`src/rtl/instr_decode_stage_pkg.sv`:
```
// Shared types for the MIPS-lite decode stage: opcodes, the ID/EX bundle and constants.
package Types;

  localparam int ADD_WIDTH  = 32;
  localparam int DATA_WIDTH = 32;
  localparam int NUM_REGS   = 32;

  localparam logic [31:0] INVALID_INSTR = 32'hDEADBEEF;

  typedef enum logic [5:0] {
    OP_ADD  = 6'h00,
    OP_ADDI = 6'h01,
    OP_SUB  = 6'h02,
    OP_SUBI = 6'h03,
    OP_MUL  = 6'h04,
    OP_MULI = 6'h05,
    OP_OR   = 6'h06,
    OP_ORI  = 6'h07,
    OP_AND  = 6'h08,
    OP_ANDI = 6'h09,
    OP_XOR  = 6'h0A,
    OP_XORI = 6'h0B,
    OP_LDW  = 6'h0C,
    OP_STW  = 6'h0D,
    OP_BZ   = 6'h0E,
    OP_BEQ  = 6'h0F,
    OP_JR   = 6'h10,
    OP_HALT = 6'h11
  } opcode_e;

  typedef enum logic {
    ST_RUN    = 1'b0,
    ST_HALTED = 1'b1
  } dec_state_e;

  typedef struct packed {
    logic                  valid;
    logic [5:0]            opcode;
    logic [DATA_WIDTH-1:0] rs_val;
    logic [DATA_WIDTH-1:0] rt_val;
    logic [31:0]           imm;
    logic [4:0]            dest;
    logic                  writes_reg;
    logic [ADD_WIDTH-1:0]  pc_added4;
  } IdEx_t;

  typedef struct packed {
    logic       valid;
    logic [4:0] dest;
  } sb_slot_t;

  function automatic logic [31:0] sign_ext16(input logic [15:0] v);
    return {{16{v[15]}}, v};
  endfunction

endpackage

```
`src/rtl/instr_decode_stage_if.sv`:
```
// Fetch/decode/write-back handshake bundle seen by the decode stage.
interface instr_decode_stage_if #(
  parameter int ADD_WIDTH  = Types::ADD_WIDTH,
  parameter int DATA_WIDTH = Types::DATA_WIDTH
);

  logic [31:0]           instruction;
  logic [ADD_WIDTH-1:0]  pc_added4;
  logic                  is_taken;
  logic                  wb_en;
  logic [4:0]            wb_rd;
  logic [DATA_WIDTH-1:0] wb_data;
  logic                  hazard_detected;
  logic                  halt_detected;
  Types::IdEx_t          id_ex;

  modport slave (
    input  instruction, pc_added4, is_taken, wb_en, wb_rd, wb_data,
    output hazard_detected, halt_detected, id_ex
  );

  modport master (
    output instruction, pc_added4, is_taken, wb_en, wb_rd, wb_data,
    input  hazard_detected, halt_detected, id_ex
  );

endinterface

```
`src/rtl/instr_decode_stage_regfile.sv`:
```
// Register file: two combinational read ports with write-through, one write port, R0 reads 0.
module regfile #(
  parameter int NUM_REGS   = Types::NUM_REGS,
  parameter int DATA_WIDTH = Types::DATA_WIDTH
) (
  input  logic                  clock,
  input  logic                  rst_n,
  input  logic [4:0]            rd_addr_a_i,
  output logic [DATA_WIDTH-1:0] rd_data_a_o,
  input  logic [4:0]            rd_addr_b_i,
  output logic [DATA_WIDTH-1:0] rd_data_b_o,
  input  logic                  wr_en_i,
  input  logic [4:0]            wr_addr_i,
  input  logic [DATA_WIDTH-1:0] wr_data_i
);

  logic [DATA_WIDTH-1:0] regs_q [NUM_REGS];

  always_ff @(posedge clock or negedge rst_n) begin
    if (!rst_n) begin
      for (int i = 0; i < NUM_REGS; i++) begin
        regs_q[i] <= '0;
      end
    end else if (wr_en_i && (wr_addr_i != '0)) begin
      regs_q[wr_addr_i] <= wr_data_i;
    end
  end

  // A same-cycle write wins so a stalled consumer sees the result as the stall ends.
  always_comb begin
    rd_data_a_o = '0;
    if (rd_addr_a_i != '0) begin
      if (wr_en_i && (wr_addr_i == rd_addr_a_i)) rd_data_a_o = wr_data_i;
      else                                       rd_data_a_o = regs_q[rd_addr_a_i];
    end
  end

  always_comb begin
    rd_data_b_o = '0;
    if (rd_addr_b_i != '0) begin
      if (wr_en_i && (wr_addr_i == rd_addr_b_i)) rd_data_b_o = wr_data_i;
      else                                       rd_data_b_o = regs_q[rd_addr_b_i];
    end
  end

endmodule

```
`src/rtl/instr_decode_stage.sv`:
```
// MIPS-lite decode stage: IF/ID register, register file, two-slot RAW scoreboard, registered ID/EX.
// Optional DECODE_STATS_EN adds saturating issue/stall/flush counters.
module instr_decode_stage #(
  parameter int ADD_WIDTH  = Types::ADD_WIDTH,
  parameter int DATA_WIDTH = Types::DATA_WIDTH,
  parameter int NUM_REGS   = Types::NUM_REGS
) (
  input  logic                 clock,
  input  logic                 rst_n,
  instr_decode_stage_if.slave  bus
`ifdef DECODE_STATS_EN
  ,
  output logic [31:0]          stat_issued,
  output logic [31:0]          stat_stalls,
  output logic [31:0]          stat_flushes
`endif
);

  // state     | meaning
  // ST_RUN    | decoding and issuing normally
  // ST_HALTED | HALT has issued; IF/ID is flushed every cycle until reset

  Types::dec_state_e     state_q, state_d;
  logic                  ifid_valid_q, ifid_valid_d;
  logic [31:0]           ifid_instr_q, ifid_instr_d;
  logic [ADD_WIDTH-1:0]  ifid_pc_q, ifid_pc_d;
  Types::sb_slot_t       slot0_q, slot0_d;
  Types::sb_slot_t       slot1_q, slot1_d;
  Types::IdEx_t          id_ex_q, id_ex_d;

  logic [5:0]            op;
  logic [4:0]            rs, rt, rd;
  logic [15:0]           imm16;
  logic [DATA_WIDTH-1:0] rs_val, rt_val;

  logic                  known_op, reads_rs, reads_rt, wr_reg;
  logic [4:0]            dec_dest;
  logic                  rs_hit, rt_hit, raw, halted, hazard, issue;

  assign op    = ifid_instr_q[31:26];
  assign rs    = ifid_instr_q[25:21];
  assign rt    = ifid_instr_q[20:16];
  assign rd    = ifid_instr_q[15:11];
  assign imm16 = ifid_instr_q[15:0];

  regfile #(
    .NUM_REGS   (NUM_REGS),
    .DATA_WIDTH (DATA_WIDTH)
  ) u_regfile (
    .clock       (clock),
    .rst_n       (rst_n),
    .rd_addr_a_i (rs),
    .rd_data_a_o (rs_val),
    .rd_addr_b_i (rt),
    .rd_data_b_o (rt_val),
    .wr_en_i     (bus.wb_en),
    .wr_addr_i   (bus.wb_rd),
    .wr_data_i   (bus.wb_data)
  );

  // ALU ops pair up: even opcode is register form (dest rd), odd is immediate (dest rt).
  always_comb begin
    known_op = 1'b0;
    reads_rs = 1'b0;
    reads_rt = 1'b0;
    wr_reg   = 1'b0;
    dec_dest = '0;
    if (op <= 6'h0B) begin
      known_op = 1'b1;
      reads_rs = 1'b1;
      wr_reg   = 1'b1;
      if (op[0]) begin
        dec_dest = rt;
      end else begin
        reads_rt = 1'b1;
        dec_dest = rd;
      end
    end else begin
      case (op)
        Types::OP_LDW: begin
          known_op = 1'b1;
          reads_rs = 1'b1;
          wr_reg   = 1'b1;
          dec_dest = rt;
        end
        Types::OP_STW, Types::OP_BEQ: begin
          known_op = 1'b1;
          reads_rs = 1'b1;
          reads_rt = 1'b1;
        end
        Types::OP_BZ, Types::OP_JR: begin
          known_op = 1'b1;
          reads_rs = 1'b1;
        end
        Types::OP_HALT: known_op = 1'b1;
        default: ;
      endcase
    end
  end

  function automatic logic slot_hit(input Types::sb_slot_t s, input logic [4:0] r);
    return s.valid && (s.dest == r);
  endfunction

  assign rs_hit = reads_rs && (rs != '0) && (slot_hit(slot0_q, rs) || slot_hit(slot1_q, rs));
  assign rt_hit = reads_rt && (rt != '0) && (slot_hit(slot0_q, rt) || slot_hit(slot1_q, rt));
  assign raw    = ifid_valid_q && (rs_hit || rt_hit);
  assign halted = (state_q == Types::ST_HALTED);
  assign hazard = raw && !bus.is_taken && !halted;
  assign issue  = ifid_valid_q && known_op && !raw && !bus.is_taken && !halted;

  always_comb begin
    state_d      = state_q;
    ifid_valid_d = ifid_valid_q;
    ifid_instr_d = ifid_instr_q;
    ifid_pc_d    = ifid_pc_q;
    id_ex_d      = '0;
    slot0_d      = '0;
    slot1_d      = slot0_q;

    // Flush beats stall: a taken branch or halt empties IF/ID even mid-stall.
    if (bus.is_taken || halted) begin
      ifid_valid_d = 1'b0;
      ifid_instr_d = '0;
      ifid_pc_d    = '0;
    end else if (!raw) begin
      ifid_valid_d = (bus.instruction != Types::INVALID_INSTR);
      ifid_instr_d = bus.instruction;
      ifid_pc_d    = bus.pc_added4;
    end

    if (issue) begin
      id_ex_d.valid      = 1'b1;
      id_ex_d.opcode     = op;
      id_ex_d.rs_val     = rs_val;
      id_ex_d.rt_val     = rt_val;
      id_ex_d.imm        = Types::sign_ext16(imm16);
      id_ex_d.dest       = dec_dest;
      id_ex_d.writes_reg = wr_reg;
      id_ex_d.pc_added4  = ifid_pc_q;
      slot0_d.valid      = wr_reg;
      slot0_d.dest       = dec_dest;
    end

    case (state_q)
      Types::ST_RUN:    if (issue && (op == Types::OP_HALT)) state_d = Types::ST_HALTED;
      Types::ST_HALTED: state_d = Types::ST_HALTED;
      default:          state_d = Types::ST_RUN;
    endcase
  end

  always_ff @(posedge clock or negedge rst_n) begin
    if (!rst_n) begin
      state_q      <= Types::ST_RUN;
      ifid_valid_q <= 1'b0;
      ifid_instr_q <= '0;
      ifid_pc_q    <= '0;
      slot0_q      <= '0;
      slot1_q      <= '0;
      id_ex_q      <= '0;
    end else begin
      state_q      <= state_d;
      ifid_valid_q <= ifid_valid_d;
      ifid_instr_q <= ifid_instr_d;
      ifid_pc_q    <= ifid_pc_d;
      slot0_q      <= slot0_d;
      slot1_q      <= slot1_d;
      id_ex_q      <= id_ex_d;
    end
  end

  assign bus.hazard_detected = hazard;
  assign bus.halt_detected   = halted;
  assign bus.id_ex           = id_ex_q;

`ifdef DECODE_STATS_EN
  logic [31:0] stat_issued_q, stat_stalls_q, stat_flushes_q;

  always_ff @(posedge clock or negedge rst_n) begin
    if (!rst_n) begin
      stat_issued_q  <= '0;
      stat_stalls_q  <= '0;
      stat_flushes_q <= '0;
    end else begin
      if (issue && (stat_issued_q != '1))         stat_issued_q  <= stat_issued_q + 32'd1;
      if (hazard && (stat_stalls_q != '1))        stat_stalls_q  <= stat_stalls_q + 32'd1;
      if (bus.is_taken && (stat_flushes_q != '1)) stat_flushes_q <= stat_flushes_q + 32'd1;
    end
  end

  assign stat_issued  = stat_issued_q;
  assign stat_stalls  = stat_stalls_q;
  assign stat_flushes = stat_flushes_q;
`endif

endmodule

```
`src/flat_wrapper.sv`:
```
// flat-port wrapper written by rule: the top's interface ports become plain ports
module instr_decode_stage_flat 
#(
  parameter int ADD_WIDTH  = Types::ADD_WIDTH,
  parameter int DATA_WIDTH = Types::DATA_WIDTH,
  parameter int NUM_REGS   = Types::NUM_REGS
)
  (clock, rst_n, bus_instruction, bus_pc_added4, bus_is_taken, bus_wb_en, bus_wb_rd, bus_wb_data, bus_hazard_detected, bus_halt_detected, bus_id_ex);
  instr_decode_stage_if #(.ADD_WIDTH(ADD_WIDTH), .DATA_WIDTH(DATA_WIDTH)) bus_i ();
  input  logic clock;
  input  logic rst_n;
  input wire logic [$bits(bus_i.instruction)-1:0] bus_instruction;
  input wire logic [$bits(bus_i.pc_added4)-1:0] bus_pc_added4;
  input wire logic [$bits(bus_i.is_taken)-1:0] bus_is_taken;
  input wire logic [$bits(bus_i.wb_en)-1:0] bus_wb_en;
  input wire logic [$bits(bus_i.wb_rd)-1:0] bus_wb_rd;
  input wire logic [$bits(bus_i.wb_data)-1:0] bus_wb_data;
  output wire logic [$bits(bus_i.hazard_detected)-1:0] bus_hazard_detected;
  output wire logic [$bits(bus_i.halt_detected)-1:0] bus_halt_detected;
  output wire logic [$bits(bus_i.id_ex)-1:0] bus_id_ex;
  assign bus_i.instruction = bus_instruction;
  assign bus_i.pc_added4 = bus_pc_added4;
  assign bus_i.is_taken = bus_is_taken;
  assign bus_i.wb_en = bus_wb_en;
  assign bus_i.wb_rd = bus_wb_rd;
  assign bus_i.wb_data = bus_wb_data;
  assign bus_hazard_detected = bus_i.hazard_detected;
  assign bus_halt_detected = bus_i.halt_detected;
  assign bus_id_ex = bus_i.id_ex;
  instr_decode_stage #(.ADD_WIDTH(ADD_WIDTH), .DATA_WIDTH(DATA_WIDTH), .NUM_REGS(NUM_REGS)) u_core (.clock(clock), .rst_n(rst_n), .bus(bus_i));
endmodule
```
`config.mk`:
```
export PLATFORM = sky130hd
export DESIGN_NAME = instr_decode_stage_flat
export DESIGN_NICKNAME = d
export VERILOG_FILES = /design/src/rtl/instr_decode_stage_pkg.sv /design/src/rtl/instr_decode_stage_if.sv /design/src/rtl/instr_decode_stage_regfile.sv /design/src/rtl/instr_decode_stage.sv /design/src/flat_wrapper.sv
export SDC_FILE = /design/constraint.sdc
export NUM_CORES = 2
export LEC_CHECK = 0
export BUFFER_PORTS_ARGS = -buffer_cell sky130_fd_sc_hd__buf_2
export CAP_MARGIN = 25
export CORE_UTILIZATION = 60
export CTS_CLUSTER_DIAMETER = 150
export DETAILED_ROUTE_END_ITERATION = 10
export PLACE_DENSITY = 0.87
export SLEW_MARGIN = 20
export SYNTH_ARGS = -nofsm -noshare
export SYNTH_HDL_FRONTEND = slang
export SYNTH_HIERARCHICAL = 1
export SYNTH_SLANG_ARGS = --single-unit
```
`constraint.sdc`:
```
create_clock -name clock -period 7.6 [get_ports clock]
set_clock_uncertainty 0.15 [all_clocks]
set_input_delay 2.28 -clock clock [delete_from_list [all_inputs] [get_ports clock]]
set_output_delay 2.28 -clock clock [all_outputs]
set_load 0.02 [all_outputs]
```
---- Yosys cells after proc, flatten, opt, wreduce, memory -nomap -nowiden ----
Index checks and enable logic that the tools add are counted.
storage, ports and cells
  bits in registers ....................... 1243
  bits of input ports ..................... 105
  output and inout bits ................... 143
  word-level logic and storage cells ...... 139
operators by class
  order comparisons ....................... 5
  equality and inequality tests ........... 14
  multiplexer cells ....................... 35
  bitwise operators ....................... 4
  reductions and logical operators ........ 33
operator list
  cell                  count
  $bwmux 1024           1
  $mux 32               13
  $bmux 32 s5           2
  $demux 32 s5          1
  $mux 141              1
  $ne 32x32->1 const B  1
  $eq 5x5->1            6
  $eq 6x4->1 const B    4
  $logic_and 1x1->1     20
  $ge 6x6->1 const B    3
  $not 5->6             3
  $mux 5                3
  $reduce_bool 5->1     3
  $eq 6x5->1 const B    2
  $mux 1                12
  $le 6x4->1 const B    1
  $lt 6x1->1 const B    1
  $mux 6                1
  $reduce_or 6->1       1
  $reduce_or 5->1       1
  $logic_or 1x1->1      4
  $logic_not 1->1       3
  $ne 2x2->1 const B    1
  $pmux 1 s2            1
  2 further kinds       2

---- Depth between registers and ports, before layout ----
  word-level depth ........................ 15
  mapped depth ............................ 11

---- Cells and area by module ----
Netlist, hierarchy kept.
by module, submodules not included
  module              instances  cells each  area an instance (um2)
  regfile             1          3880        54967.7
  instr_decode_stage  1          626         7624.8

---- Worst setup path after synthesis ----
Ideal clock, no wire load.
  path kind ............................... input -> output
  start ................................... input bus_is_taken
  end ..................................... output bus_hazard_detected
  arrival ................................. 3.387 ns
  data required time ...................... 5.170 ns
  path slack .............................. 1.783 ns
  cell stages on the path ................. 7
  path buffers ............................ 2
  cell sequence ........................... nor2_1 -> nand2_1 -> nor4b_1 -> a22oi_1 -> buf_4 -> buf_4 -> inv_1
on the way
  longest elaborated chain between the ends .. 3
RTL lines
  item                             RTL line                   text
  start: declaration               flat_wrapper.sv:14         input wire logic [$bits(bus_i.is_taken)-1:0] bus_is_taken;
  $logic_not 1->1                  instr_decode_stage.sv:109  assign hazard = raw && !bus.is_taken && !halted;
  $logic_and 1x1->1 (2 in series)  instr_decode_stage.sv:109
  end: declaration                 flat_wrapper.sv:18         output wire logic [$bits(bus_i.hazard_detected)-1:0] bus_hazard_detected;
No other way between the ends.

---- Worst setup path in the final report ----
Same ends and word-level chain as after synthesis.

==> impl_metrics.csv <==
group,metric,value,unit
clock_tree,clockRootBuffer,"sky130_fd_sc_hd__clkbuf_16",
hold_path,hold_start,"u_core/u_regfile/regs_q[994]",
floorplan,design.die.area,106000,um2
worst_setup_path,cp_cell_sequence,"buf_2 -> nor2_4 -> nand2_1 -> nor4b_1 -> a22oi_2 -> inv_1 -> buf_2",
placement,detailed_placer_s_ending_hpwl,114000,um
placement,gp_congestion,0.898,
final_layout,design_area,68800,um2
yosys,compound_gate_fraction_of_synth_area,0.0493,
yosys,synth_cells,4506,
yosys,synth_mux_area_frac,0.373,
route,routed_wirelength,197000,um
yosys,ys_seq_elements,1221,
power,power_dens_cells,246,nW/um2
worst_setup_path,worstSetupPathType,"in2out",
yosys,synth-xor-area-share,0.00434,
flow_run,timing.max_cap.violations,0,
power,power_leakage,29.8,nW
clock_tree,clk_transition_reported_paths,0.07,ns
yosys,synth_top_family_by_area,"multiplexers",
worst_setup_path,slowest_delay,0.34,ns
worst_setup_path,crit_path_max_delay_family,"simple AND/OR/NAND/NOR gates",
sta,setup-tns-final,0,ns
clock_tree,cts.htree.levels,3,
sta,unrepaired_setup_endpoints_after_global_routing,"no",
route,remaining_antenna_violation_count_after_routing,0,
yosys,library_cells_used_by_synthesis,62,
status,violations_in_the_final_reports,"DRC",
sta,worst_pin_slew,1.13,ns
clock_tree,postCtsResizedCells,0,
global_routing,groute.usage.overall,0.370,
final_layout,layout.nets,4600,
worst_setup_path,setup.reg_to_reg.worst_slack,2.83,ns
route,routed_vias,44000,
worst_setup_path,worst-path-max-fanout,3,
final_layout,syn_to_final_growth,9.91,%
global_routing,initial_antenna_violation_count,26,
sta,period_minus_slack,5.73,ns
worst_setup_path,reg2reg_from,"u_core/ifid_instr_q[22]",
clock_tree,hold_buffers,0,
sta,hold_viol,0,
yosys,synth.top_cells.by_count,"sky130_fd_sc_hd__dfrtp_1, sky130_fd_sc_hd__mux2_2, sky130_fd_sc_hd__mux4_2",
worst_setup_path,startpoint_type,"primary input",
global_routing,globalRouteOverflowTotal,0,
sta,finalCritPeriodShare,0.754,
yosys,ys_seq_area_frac,0.488,
sta,final-max-slew-violation-count,0,
yosys,synthMostInstantiatedCell,"sky130_fd_sc_hd__dfrtp_1",
route,drt_first_iter_violations,6481,
global_routing,grt_first_pass_wirelength,290000,um
worst_setup_path,cp-end-kind,"output pin",
floorplan,initial_core_utilization,0.605,
floorplan,ios,248,
yosys,synth_top_cell_area_share,0.488,
worst_setup_path,cp_common_cell,"sky130_fd_sc_hd__buf_2",
placement,port_buffers,247,
yosys,synth_area,62600,um2
yosys,synthesis.nets,4611,
clock_tree,worst_skew_pair.late_latency,0.74,ns
yosys,async_flop_share,1.00,
clock_tree,max-clock-path-buffers,3,
worst_setup_path,crit_path_max_delay_cell_type,"sky130_fd_sc_hd__nor4b_1",
worst_setup_path,worst_setup_path_startpoint,"bus_is_taken",
worst_setup_path,path_buf_inv,3,
clock_tree,cts_setup_buffers,0,
yosys,netlist.top_cell.by_area,"sky130_fd_sc_hd__dfrtp_1",
floorplan,floorplan.die.height,325,um
clock_tree,cts_sinks,1221,
yosys,ys_dominant_reg_cell,"sky130_fd_sc_hd__dfrtp_1",
route,via_per_inst,7.35,
clock_tree,tritoncts_clock_tree,"yes",
floorplan,die_x,325,um
route,drt_drc_violations_left,2,
yosys,post_synth_fa_ha_maj_area_fraction,0,
sta,fmax,174,MHz
worst_setup_path,worst_ep_arrival_time,3.30,ns
yosys,netlist_top_cells_area,"sky130_fd_sc_hd__dfrtp_1, sky130_fd_sc_hd__mux2_2, sky130_fd_sc_hd__mux4_2, sky130_fd_sc_hd__mux2i_1, sky130_fd_sc_hd__a22oi_1",
yosys,synth-edff-count,0,
floorplan,fp_rows,118,
hold_path,hold_path_class,"reg2reg",
global_routing,pin_count_of_the_biggest_net_entering_global_routing,157,
clock_tree,numCtsBuffers,119,
route,drt_pre_antenna_iters,11,
power,peakVddDrop,0.200,mV
global_routing,first_global_vias,44200,
sta,worst_slew_margin_rel,0.235,
final_layout,nFillCells,6702,
status,outcome,"complete, but fails checks",
final_layout,layout-drive-gt1-share,0.454,
placement,placement.cell_area,64600,um2
route,wire_per_inst,32.8,um
yosys,synth_simple_gate_area_share,0.0463,
floorplan,coreArea,103000,um2
worst_setup_path,critical_path_required,5.17,ns
yosys,postSynthAreaPerCell,13.9,um2
sta,setup_viol,0,
yosys,synth-warning-count,6,
## sequential cells by signal, indices dropped and copies added, names as in the netlist
name	cells
u_core/bus.halt_detected	1
u_core/bus.id_ex	125
u_core/ifid_instr_q	32
u_core/ifid_pc_q	32
u_core/ifid_valid_q	1
u_core/slot1_q	6
u_core/u_regfile/regs_q	1024
## layout make-up
cell class                      count  area [um2]  share of cell area
Sequential cell                  1221       30600               0.444
Multi-Input combinational cell   2737       29800               0.434
Clock buffer                      173        3540              0.0515
Timing Repair Buffer              345        2200              0.0319
Tap cell                         1380        1730              0.0251
Clock inverter                     46         617             0.00897
Inverter                           71         267             0.00387
Antenna cell                       17        42.5            0.000618
## worst paths after layout
path                                                endpoint  cells past startpoint
worst max-delay path                     bus_hazard_detected                      7
worst min-delay path            u_core/u_regfile/regs_q[994]                      0
worst max register to register         u_core/bus.id_ex[114]                      7
worst min register to register  u_core/u_regfile/regs_q[994]                      0
max in group asynchronous       u_core/u_regfile/regs_q[404]                      2
min in group asynchronous       u_core/u_regfile/regs_q[395]                      1
## report_power, final
| part | internal (mW) | switching, mW |
|---|---|---|
| registers | 7.54 | 0.817 |
| clock network | 3.70 | 2.62 |
| logic | 1.42 | 0.832 |
## placed cells by master (no fill, tap or decap), drive strengths merged, types with 15 or more instances in the layout
master / Yosys / routed
and2: 122 / 122
mux2i: 226 / 226
clkbuf: 250 / 173
a221oi: 15 / 15
inv: 70 / 74
nand4: 17 / 17
nor2b: 29 / 29
a22oi: 128 / 128
nand3: 32 / 32
o21ai: 57 / 57
mux4: 391 / 391
a21oi: 48 / 48
dfrtp: 1221 / 1221
nor2: 100 / 100
a22o: 23 / 23
buf: 227 / 345
nor4: 39 / 39
clkinv: 1 / 28
o22ai: 86 / 86
nand2: 148 / 148
a221o: 19 / 19
diode: 0 / 17
xnor2: 31 / 31
mux2: 1088 / 1088
nor3: 23 / 23
## stage by stage
stage / instances / power (mW) / utilization / hold WS [ns] / setup slack (ns)
2_1_floorplan: 4506 / 9.87 / - / 0.291 / 1.78
3_3_place_gp: 5749 / 10.4 / 0.623 / 0.226 / 1.80
3_5_place_dp: 5753 / 10.6 / 0.624 / 0.235 / 1.90
4_1_cts: 5972 / 16.9 / 0.664 / 0.251 / 1.88
5_1_grt: 5978 / 17.4 / 0.664 / 0.260 / 1.82
6_report: 5990 / 16.9 / 0.665 / 0.246 / 1.87
## layer usage
layer | wire length [um] | global-route usage
met5 | 208 | 0.00498
met4 | 15000 | 0.234
met3 | 26400 | 0.128
met2 | 86200 | 0.539
met1 | 68600 | 0.477
## cell families after synthesis
group,count (synthesis)
AOI/OAI and AO/OA,436
xor gates and xnor gates,31
buffers and inverters,548
DFF,1221
muxes,1705
other,1
and+or+nand+nor,564
## worst register-to-register path: stages, from the launching register on
cell and delay (ns):
sky130_fd_sc_hd__dfrtp_4 0.87, sky130_fd_sc_hd__buf_4 0.46, sky130_fd_sc_hd__buf_4 0.81, sky130_fd_sc_hd__nand2_1 0.71, sky130_fd_sc_hd__o22ai_1 0.33, sky130_fd_sc_hd__nor3_1 0.09, sky130_fd_sc_hd__o41ai_1 1.03, sky130_fd_sc_hd__and2_1 0.25
(Power assumes the default switching activity.)
